===== src/rtl/csr_access_unit.sv =====
// csr_access_unit: initiator side of the CSR access interface.
// Sequences one decoded SYSTEM-opcode CSR instruction into a read cycle and
// an optional single write/set/clear cycle, then returns the old CSR value.
// Optional feature macro: CSR_READONLY_CHECK_EN rejects writes to CSRs whose
// address bits [11:10] are 2'b11 (read-only space) before any access is issued.
module csr_access_unit #(
    parameter int unsigned XLEN = 32
) (
    input  logic            clk,
    input  logic            reset,
    input  logic            valid,
    input  logic [31:0]     instr,
    input  logic [XLEN-1:0] rs1_value,
    output logic            ready,
    output logic [11:0]     csr_number,
    output logic [1:0]      csr_access_type,
    output logic [XLEN-1:0] csr_in,
    input  logic [XLEN-1:0] csr_out,
    output logic            done,
    output logic            illegal,
    output logic            rd_we,
    output logic [4:0]      rd_addr,
    output logic [XLEN-1:0] rd_data
);

    localparam int unsigned CSR_W  = 12;
    localparam int unsigned REG_W  = 5;
    localparam int unsigned TYPE_W = 2;

    localparam logic [TYPE_W-1:0] CSR_READ_ONLY = 2'b00;
    localparam logic [TYPE_W-1:0] CSR_WRITE     = 2'b01;
    localparam logic [TYPE_W-1:0] CSR_SET       = 2'b10;
    localparam logic [TYPE_W-1:0] CSR_CLEAR     = 2'b11;

    localparam logic [6:0] OPC_SYSTEM = 7'b1110011;

    typedef enum logic [1:0] {
        IDLE  = 2'd0,
        READ  = 2'd1,
        WRITE = 2'd2,
        DONE  = 2'd3
    } state_e;

    state_e              state_q, state_d;
    logic                ready_q, ready_d;
    logic [CSR_W-1:0]    csr_number_q, csr_number_d;
    logic [TYPE_W-1:0]   csr_access_type_q, csr_access_type_d;
    logic [XLEN-1:0]     csr_in_q, csr_in_d;
    logic                done_q, done_d;
    logic                illegal_q, illegal_d;
    logic                rd_we_q, rd_we_d;
    logic [REG_W-1:0]    rd_addr_q, rd_addr_d;
    logic [XLEN-1:0]     rd_data_q, rd_data_d;
    logic [XLEN-1:0]     old_q, old_d;
    logic [XLEN-1:0]     operand_q, operand_d;
    logic [TYPE_W-1:0]   acc_type_q, acc_type_d;
    logic                wr_en_q, wr_en_d;
    logic [REG_W-1:0]    rd_q, rd_d;

    logic [CSR_W-1:0]    dec_csr;
    logic [REG_W-1:0]    dec_src;
    logic [2:0]          dec_funct3;
    logic [REG_W-1:0]    dec_rd;
    logic [TYPE_W-1:0]   dec_type;
    logic                dec_write;
    logic                dec_ro_viol;
    logic                dec_illegal;
    logic [XLEN-1:0]     dec_operand;

    // Decode the instruction word presented on the request port.
    always_comb begin
        dec_csr     = instr[31:20];
        dec_src     = instr[19:15];
        dec_funct3  = instr[14:12];
        dec_rd      = instr[11:7];
        dec_type    = dec_funct3[1:0];
        dec_operand = dec_funct3[2] ? XLEN'(dec_src) : rs1_value;
        // Plain writes always write; set/clear with a zero source are pure reads.
        dec_write   = (dec_type == CSR_WRITE) || (dec_src != '0);
`ifdef CSR_READONLY_CHECK_EN
        dec_ro_viol = (dec_csr[11:10] == 2'b11) && dec_write;
`else
        dec_ro_viol = 1'b0;
`endif
        dec_illegal = (instr[6:0] != OPC_SYSTEM) || (dec_type == CSR_READ_ONLY) || dec_ro_viol;
    end

    // Next-state and next-output logic; outputs reflect the state being entered.
    always_comb begin
        state_d           = state_q;
        csr_number_d      = csr_number_q;
        csr_in_d          = csr_in_q;
        rd_addr_d         = rd_addr_q;
        rd_data_d         = rd_data_q;
        old_d             = old_q;
        operand_d         = operand_q;
        acc_type_d        = acc_type_q;
        wr_en_d           = wr_en_q;
        rd_d              = rd_q;
        csr_access_type_d = CSR_READ_ONLY;
        done_d            = 1'b0;
        illegal_d         = 1'b0;
        rd_we_d           = 1'b0;

        unique case (state_q)
            IDLE: begin
                if (valid) begin
                    rd_d       = dec_rd;
                    operand_d  = dec_operand;
                    acc_type_d = dec_type;
                    wr_en_d    = dec_write;
                    if (dec_illegal) begin
                        state_d   = DONE;
                        done_d    = 1'b1;
                        illegal_d = 1'b1;
                        rd_addr_d = dec_rd;
                        rd_data_d = '0;
                    end else begin
                        state_d      = READ;
                        csr_number_d = dec_csr;
                    end
                end
            end
            READ: begin
                old_d = csr_out;
                if (wr_en_q) begin
                    state_d           = WRITE;
                    csr_access_type_d = acc_type_q;
                    csr_in_d          = operand_q;
                end else begin
                    state_d   = DONE;
                    done_d    = 1'b1;
                    rd_addr_d = rd_q;
                    rd_data_d = csr_out;
                    rd_we_d   = (rd_q != '0);
                end
            end
            WRITE: begin
                state_d   = DONE;
                done_d    = 1'b1;
                rd_addr_d = rd_q;
                rd_data_d = old_q;
                rd_we_d   = (rd_q != '0);
            end
            DONE: begin
                state_d = IDLE;
            end
            default: begin
                state_d = IDLE;
            end
        endcase

        ready_d = (state_d == IDLE);
    end

    // State and registered-output flops with synchronous reset.
    always_ff @(posedge clk) begin
        if (reset) begin
            state_q           <= IDLE;
            ready_q           <= 1'b1;
            csr_number_q      <= '0;
            csr_access_type_q <= CSR_READ_ONLY;
            csr_in_q          <= '0;
            done_q            <= 1'b0;
            illegal_q         <= 1'b0;
            rd_we_q           <= 1'b0;
            rd_addr_q         <= '0;
            rd_data_q         <= '0;
            old_q             <= '0;
            operand_q         <= '0;
            acc_type_q        <= CSR_READ_ONLY;
            wr_en_q           <= 1'b0;
            rd_q              <= '0;
        end else begin
            state_q           <= state_d;
            ready_q           <= ready_d;
            csr_number_q      <= csr_number_d;
            csr_access_type_q <= csr_access_type_d;
            csr_in_q          <= csr_in_d;
            done_q            <= done_d;
            illegal_q         <= illegal_d;
            rd_we_q           <= rd_we_d;
            rd_addr_q         <= rd_addr_d;
            rd_data_q         <= rd_data_d;
            old_q             <= old_d;
            operand_q         <= operand_d;
            acc_type_q        <= acc_type_d;
            wr_en_q           <= wr_en_d;
            rd_q              <= rd_d;
        end
    end

    assign ready           = ready_q;
    assign csr_number      = csr_number_q;
    assign csr_access_type = csr_access_type_q;
    assign csr_in          = csr_in_q;
    assign done            = done_q;
    assign illegal         = illegal_q;
    assign rd_we           = rd_we_q;
    assign rd_addr         = rd_addr_q;
    assign rd_data         = rd_data_q;

endmodule


===== config.mk =====
export PLATFORM = sky130hd
export DESIGN_NAME = csr_access_unit
export DESIGN_NICKNAME = d
export VERILOG_FILES = /design/src/rtl/csr_access_unit.sv
export SDC_FILE = /design/constraint.sdc
export NUM_CORES = 1
export LEC_CHECK = 0
export BUFFER_PORTS_ARGS = -buffer_cell sky130_fd_sc_hd__buf_2
export CORE_UTILIZATION = 50
export CTS_BUF_LIST = sky130_fd_sc_hd__clkbuf_4 sky130_fd_sc_hd__clkbuf_8
export CTS_CLUSTER_SIZE = 12
export DETAILED_ROUTE_END_ITERATION = 10
export PLACE_DENSITY = 0.77
export SYNTH_ARGS = -nofsm -noshare
export SYNTH_HDL_FRONTEND = slang
export SYNTH_SLANG_ARGS = --single-unit
export TNS_END_PERCENT = 5

===== constraint.sdc =====
create_clock -name clk -period 4.8 [get_ports clk]
set_clock_uncertainty 0.15 [all_clocks]
set_input_delay 0.48 -clock clk [delete_from_list [all_inputs] [get_ports clk]]
set_output_delay 0.48 -clock clk [all_outputs]
set_load 0.02 [all_outputs]

==> out/metrics.csv, run 1 <==
metric;value;unit
status;completed;
grt_overflow_total;0;
core;12600;µm²
dr.pass1.iters;4;
r2r_slack;2.05;ns
antenna_found_initial;1;
synthCells;719;
met2_length;7190;µm
postLayoutCellArea;7780;µm²
post_dp_cell_area;7360;µm²
r2r_cells;7;
synthAdderAreaFrac;0.00974;
crit_type;flop to flop;
max-cap-violations;0;
ant_nets;0;
p_per_area;521;nW/µm²
yosys.area_share.simple;0.180;
yosys_warnings;0;
clkSinkCount;161;
cts_max_path_buffers;2;
hold_viol;0;
syn_area;6430;µm²
synthTopCellsByArea;dfxtp_1, mux2i_1, a21oi_1;
drc;0;
synth_edf_count;0;
hold_buffers;0;
drt_wl_total;15400;µm
gp_congestion;0.820;
drive_gt1_frac;0.268;
slew_headroom;0.246;
period_minus_slack;2.75;ns
clock-root-buffer;clkbuf_8;
ir_drop;0.000364;V
dp_hpwl;9950;µm
ys_ff_latch;161;
grt_pass1_wl;24400;µm
cts-htree-levels;4;
io_pins;186;
synth-xor-area-share;0;
holdCritPathClass;primary input to flop;
finalCritPeriodShare;0.574;
worstReg2RegEnd;rd_addr[1];
yosysSeqAreaShare;0.502;
grt_usage;0.235;
yosysTopAreaCell;dfxtp_1;
leakage;3.18;nW
die_h;115;µm
synth_top_family_by_area;simple AND/OR/NAND/NOR gates;
clkLatencyLatePin;0.45;ns
async_flop_share;0;
cp_max_fo;49;
cts.reportedPaths.clkPinSlew;0.08;ns
syn_avg_cell_area;8.94;µm²
rsz0062_at_grt;false;
timing.rr.start;state_q[1];
top_layer_used;met4;
synth_compound_area_frac;0.174;
dp_slack;2.05;ns
die_x;115;µm
grt_pass1_vias;4983;
cp_data_arrival_time;2.92;ns
tightestPinTransition;1.13;ns
finalMaxSlewViolations;0;
cp-start-kind;flop;
via_count;5626;
initial_core_util;0.511;
slowest_delay;0.74;ns
setup_viol;0;
endpoint;rd_addr[1];
cp_cell_sequence;inv_1 -> ha_1 -> and2_2 -> o21ai_2 -> buf_4 -> nor2_1 -> a211oi_1;
row_count;41;
yosysUniqueCellTypes;33;
ctsResizeCount;0;
drtIter0Drc;539;
synth_top_area_frac;0.502;
worst_path_max_delay_cell;and2_2;
syn_nets;823;
area_growth;21.1;%
wl_per_cell;14.6;µm
via_per_inst;5.34;
die_area;13300;µm²
endpoint_kind;flop;
setup_slack;2.05;ns
antenna_cells;0;
power;0.00405;W
postCtsSetupBuffers;0;
fin_nets;973;
postLayoutCoreUtil;0.619;
cts_tree;built;
met3_length;1120;µm
met1_length;6720;µm
cts-buffers-inserted;17;
grt_max_degree;82;
cp.required;4.97;ns
numPortBuffers;185;
synthFlopType;dfxtp_1;
synthMuxAreaShare;0.0841;
fmax;363;MHz
fin_setup_tns;0;ns
startpoint;state_q[1];
## critical path: cells and delay by family, from the launching register on
family | cells | cell delay, ns
fa+ha+maj | 1 | 0.19
buf+inv | 2 | 0.44
simple gates | 2 | 1.02
compound gates | 2 | 0.47
flops | 1 | 0.34
## stage by stage
step	hold WS, ns	std cells
floorplan	0.282	719
global placement	0.289	1022
detailed placement	0.292	1022
CTS	0.0973	1054
global route	0.102	1054
finish	0.118	1054
## cell usage in the layout (no fill, tap or decap), types with 2 or more instances in the layout
cell type / n
clkbuf_8: 19
a211oi_1: 12
nor2b_1: 2
inv_1: 6
nor2_1: 56
nor4_1: 3
buf_4: 13
ha_1: 4
nor3b_1: 2
o31ai_1: 2
nand3b_1: 27
dfxtp_1: 161
o21ai_0: 28
or4_1: 2
nand4_1: 32
clkbuf_4: 3
bufinv_16: 3
nand2_1: 107
a21oi_1: 105
nor4_4: 2
buf_2: 184
o21ai_1: 5
mux2i_1: 54
clkinv_2: 4
a22o_1: 32
clkinvlp_4: 2
## area by class of cell
type	instances	area (µm²)
clock inverter	10	134
multi-input combinational	486	2880
tap	172	215
sequential	161	3220
clock buffer	22	284
inverter	6	22.5
fill	1150	4790
timing repair buffer	197	1020
## flip-flops by register name, indices dropped and copies added, names as in the netlist, 2 cells and up
| signal | flops |
|---|---|
| state_q | 2 |
| old_q | 32 |
| csr_number | 12 |
| csr_access_type | 2 |
| acc_type_q | 2 |
| rd_q | 5 |
| rd_addr | 5 |
| operand_q | 32 |
| csr_in | 32 |
| rd_data | 32 |
## power breakdown
group | switching (W) | leakage (nW) | total (W) | internal (W)
clock | 0.000477 | 0.213 | 0.00103 | 0.000556
sequential | 0.0000906 | 1.31 | 0.00161 | 0.00152
combinational | 0.000919 | 1.66 | 0.00141 | 0.000492
total | 0.00149 | 3.18 | 0.00405 | 0.00257
## per-layer routing
metal | vias up | GRT usage
met5 | - | 0
met4 | 0 | 0.0978
met3 | 25 | 0.0722
met2 | 160 | 0.360
met1 | 2617 | 0.307
li1 | 2824 | -
## kinds of logic after synthesis
kind of cell               Yosys count
muxes                               54
AOI/OAI and AO/OA                  190
and+or+nand+nor                    237
buffers and inverters               72
DFF                                161
adders and majority gates            5
## cells in the mapped netlist, drive strengths merged (2+ instances only)
cell and count:
a21oi 105, inv 6, clkbuf 48, nand3b 27, nand2 107, ha 5
o21ai 34, mux2i 54, and2 2, nor4 5, a22o 32, dfxtp 161
or4 2, nand4 33, nor2 56, o31ai 2, buf 18, nor3b 2
nor2b 2, a211oi 12
## worst min-delay path by stage
stage | slack (ns) | end | startpoint | cells after the start
after detailed placement | 0.29 | csr_in[8] | operand_q[8] | 2
after global routing | 0.10 | csr_number[0] | instr[20] | 3
after floorplan | 0.28 | acc_type_q[0] | acc_type_q[0] | 2
after global placement | 0.29 | csr_in[11] | csr_in[11] | 2
after CTS | 0.1 | csr_number[2] | instr[22] | 3
final | 0.12 | csr_number[2] | instr[22] | 3
No activity file was read; power rests on OpenSTA's default activity.
==> inputs of run 2 (changes only) <==
--- a/config.mk
+++ b/config.mk
@@ -6,11 +6,11 @@
 export NUM_CORES = 1
 export LEC_CHECK = 0
 export BUFFER_PORTS_ARGS = -buffer_cell sky130_fd_sc_hd__buf_2
-export CORE_UTILIZATION = 50
+export CORE_UTILIZATION = 48
 export CTS_BUF_LIST = sky130_fd_sc_hd__clkbuf_4 sky130_fd_sc_hd__clkbuf_8
 export CTS_CLUSTER_SIZE = 12
 export DETAILED_ROUTE_END_ITERATION = 10
-export PLACE_DENSITY = 0.77
+export PLACE_DENSITY = 0.78
 export SYNTH_ARGS = -nofsm -noshare
 export SYNTH_HDL_FRONTEND = slang
 export SYNTH_SLANG_ARGS = --single-unit
==> constraint.sdc (replaced) <==
create_clock -name clk -period 2.3 [get_ports clk]
set_clock_uncertainty 0.15 [all_clocks]
set_input_delay 0.23 -clock clk [delete_from_list [all_inputs] [get_ports clk]]
set_output_delay 0.23 -clock clk [all_outputs]
set_load 0.02 [all_outputs]
==> run 2 against run 1 <==
Cell count rose by 9.6%. Critical endpoint unchanged. Register-to-register slack got worse by 1.9 ns. Highest routed layer unchanged. Maximum frequency rose by 26%. Combinational power grew 140%.
==> out/metrics.csv, run 2 (synthesis gave the netlist of run 1 again) <==
metric;value;unit;change
grt_pass1_wl;29500;µm;+21%
slew_headroom;0.604;;+0.358
setup_slack;0.110;ns;-1.94 ns
leakage;3.64;nW;+14%
drt_wl_total;18500;µm;+21%
io_pins;186;;unchanged
holdCritPathClass;primary input to flop;;
post_dp_cell_area;7520;µm²;+2.2%
final_cell_mix;buf_2, dfxtp_1, nand2_1, a21oi_1, dlygate4sd3_1;;
dr.pass1.iters;5;;+1
drc;0;;unchanged
endpoint_kind;flop;;
use_met3;0.0669;;-0.00536
final_common_cell;buf_2;;
grt_util_met1;0.320;;+0.0127
power;0.00882;W;+120%
status;completed;;
die_h;118;µm;+2.0%
cp.required;2.47;ns;-2.50 ns
drtIter0Drc;550;;+2.0%
antenna_found_initial;1;;unchanged
postLayoutCoreUtil;0.687;;+0.0684
tightestPinTransition;0.594;ns;-0.537 ns
min-delay-start;valid;;
grt_overflow_total;0;;unchanged
fin_nets;1074;;+10%
startpoint;state_q[1];;
finalMaxSlewViolations;0;;unchanged
fin_setup_tns;0;ns;unchanged
hold_viol;0;;unchanged
p_per_area;1000;nW/µm²;+92%
grt_pass1_vias;6007;;+21%
initial_core_util;0.501;;-0.0102
ant_nets;0;;unchanged
clock-root-buffer;clkbuf_8;;
fmax;457;MHz;+26%
crit_type;flop to flop;;
timing.rr.start;state_q[1];;
clkSinkCount;161;;unchanged
ir_drop;0.000659;V;+81%
row_count;41;;unchanged
dp_hpwl;10700;µm;+7.3%
cp-start-kind;flop;;
area_growth;37.2;%;
antenna_cells;0;;unchanged
fillers;1023;;-11%
core;12800;µm²;+2.0%
cts-buffers-inserted;17;;unchanged
die_area;13900;µm²;+4.1%
dp_slack;0.114;ns;-1.93 ns
finalCritPeriodShare;0.952;;+0.379
cts_tree;built;;
clkLatencyLatePin;0.46;ns;about the same
top_usage_layer;met2;;
cts-htree-levels;4;;unchanged
postCtsSetupBuffers;0;;unchanged
max-cap-violations;0;;unchanged
drive_gt1_frac;0.253;;-0.0143
wl_per_cell;16.0;µm;+10%
rsz0062_at_grt;false;;
grt_usage;0.263;;+0.0280
cts.reportedPaths.clkPinSlew;0.08;ns;about the same
grt_use_met2;0.439;;+0.0789
gp_congestion;0.804;;-1.9%
via_per_inst;5.46;;+2.4%
die_x;118;µm;+2.0%
cp_data_arrival_time;2.36;ns;-0.56 ns
via_count;6312;;+12%
postLayoutCellArea;8820;µm²;+13%
grt_max_degree;50;;-39%
numPortBuffers;185;;unchanged
cts_max_path_buffers;2;;unchanged
period_minus_slack;2.19;ns;-0.563 ns
setup_viol;0;;unchanged
cp_max_fo;18;;-63%
[run 2: changes by cell type in the layout (fill, tap and decap cells not counted), moves of 2 or more]
| cell | delta |
|---|---|
| clkbuf_8 | +2 |
| buf_12 | +5 |
| dlygate4sd3_1 | +88 |
| buf_4 | +7 |
[run 2: what timing repair did]
item / 4_1_cts / 5_1_grt
endpoints found under the setup margin: 0 / 26
hold buffers: 88 / 0
endpoints found under the hold margin: 86 / 0
resized for setup: 0 / 1
[run 2: report_power, final]
part           internal (W)  total [W]  switching [W]  leakage (nW)
registers           0.00317    0.00337       0.000200          1.31
clock network       0.00110    0.00212        0.00102         0.212
logic               0.00127    0.00332        0.00206          2.12
[run 2: worst max-delay path, cell delays in order (launching register included)]
cell	delay [ns]
dfxtp_1	0.37
inv_1	0.10
ha_1	0.29
nor2b_1	0.14
or4_1	0.58
buf_6	0.20
a21oi_1	0.16
a211oi_1	0.06
[run 2: layout make-up]
class	instances	area, µm²	area share
Sequential cell	161	3220	0.366
Clock inverter	9	105	0.0119
Timing Repair Buffer	298	2060	0.234
Inverter	6	22.5	0.00255
Multi-Input combinational cell	486	2880	0.327
Clock buffer	23	304	0.0345
Tap cell	172	215	0.0244
[run 2: per-layer routing]
metal / routed length (µm) / vias up
li1: - / 3023
met1: 7750 / 2980
met2: 9080 / 271
met4: 461 / 0
met3: 1240 / 38
met5: 0 / -
[run 2: per-stage QoR]
stage	hold WS, ns	cells
floorplan	0.216	719
global placement	0.288	1035
detailed placement	0.292	1035
CTS	0.00517	1155
global route	0.0240	1155
finish	0.0210	1155
[run 2: worst paths after layout]
path           endpoint  slack, ns  depth (start not counted)
max reg2reg  rd_addr[1]       0.11                          7
min          state_q[0]       0.02                          3
max          rd_addr[1]       0.11                          7
min reg2reg  csr_in[30]       0.30                          2
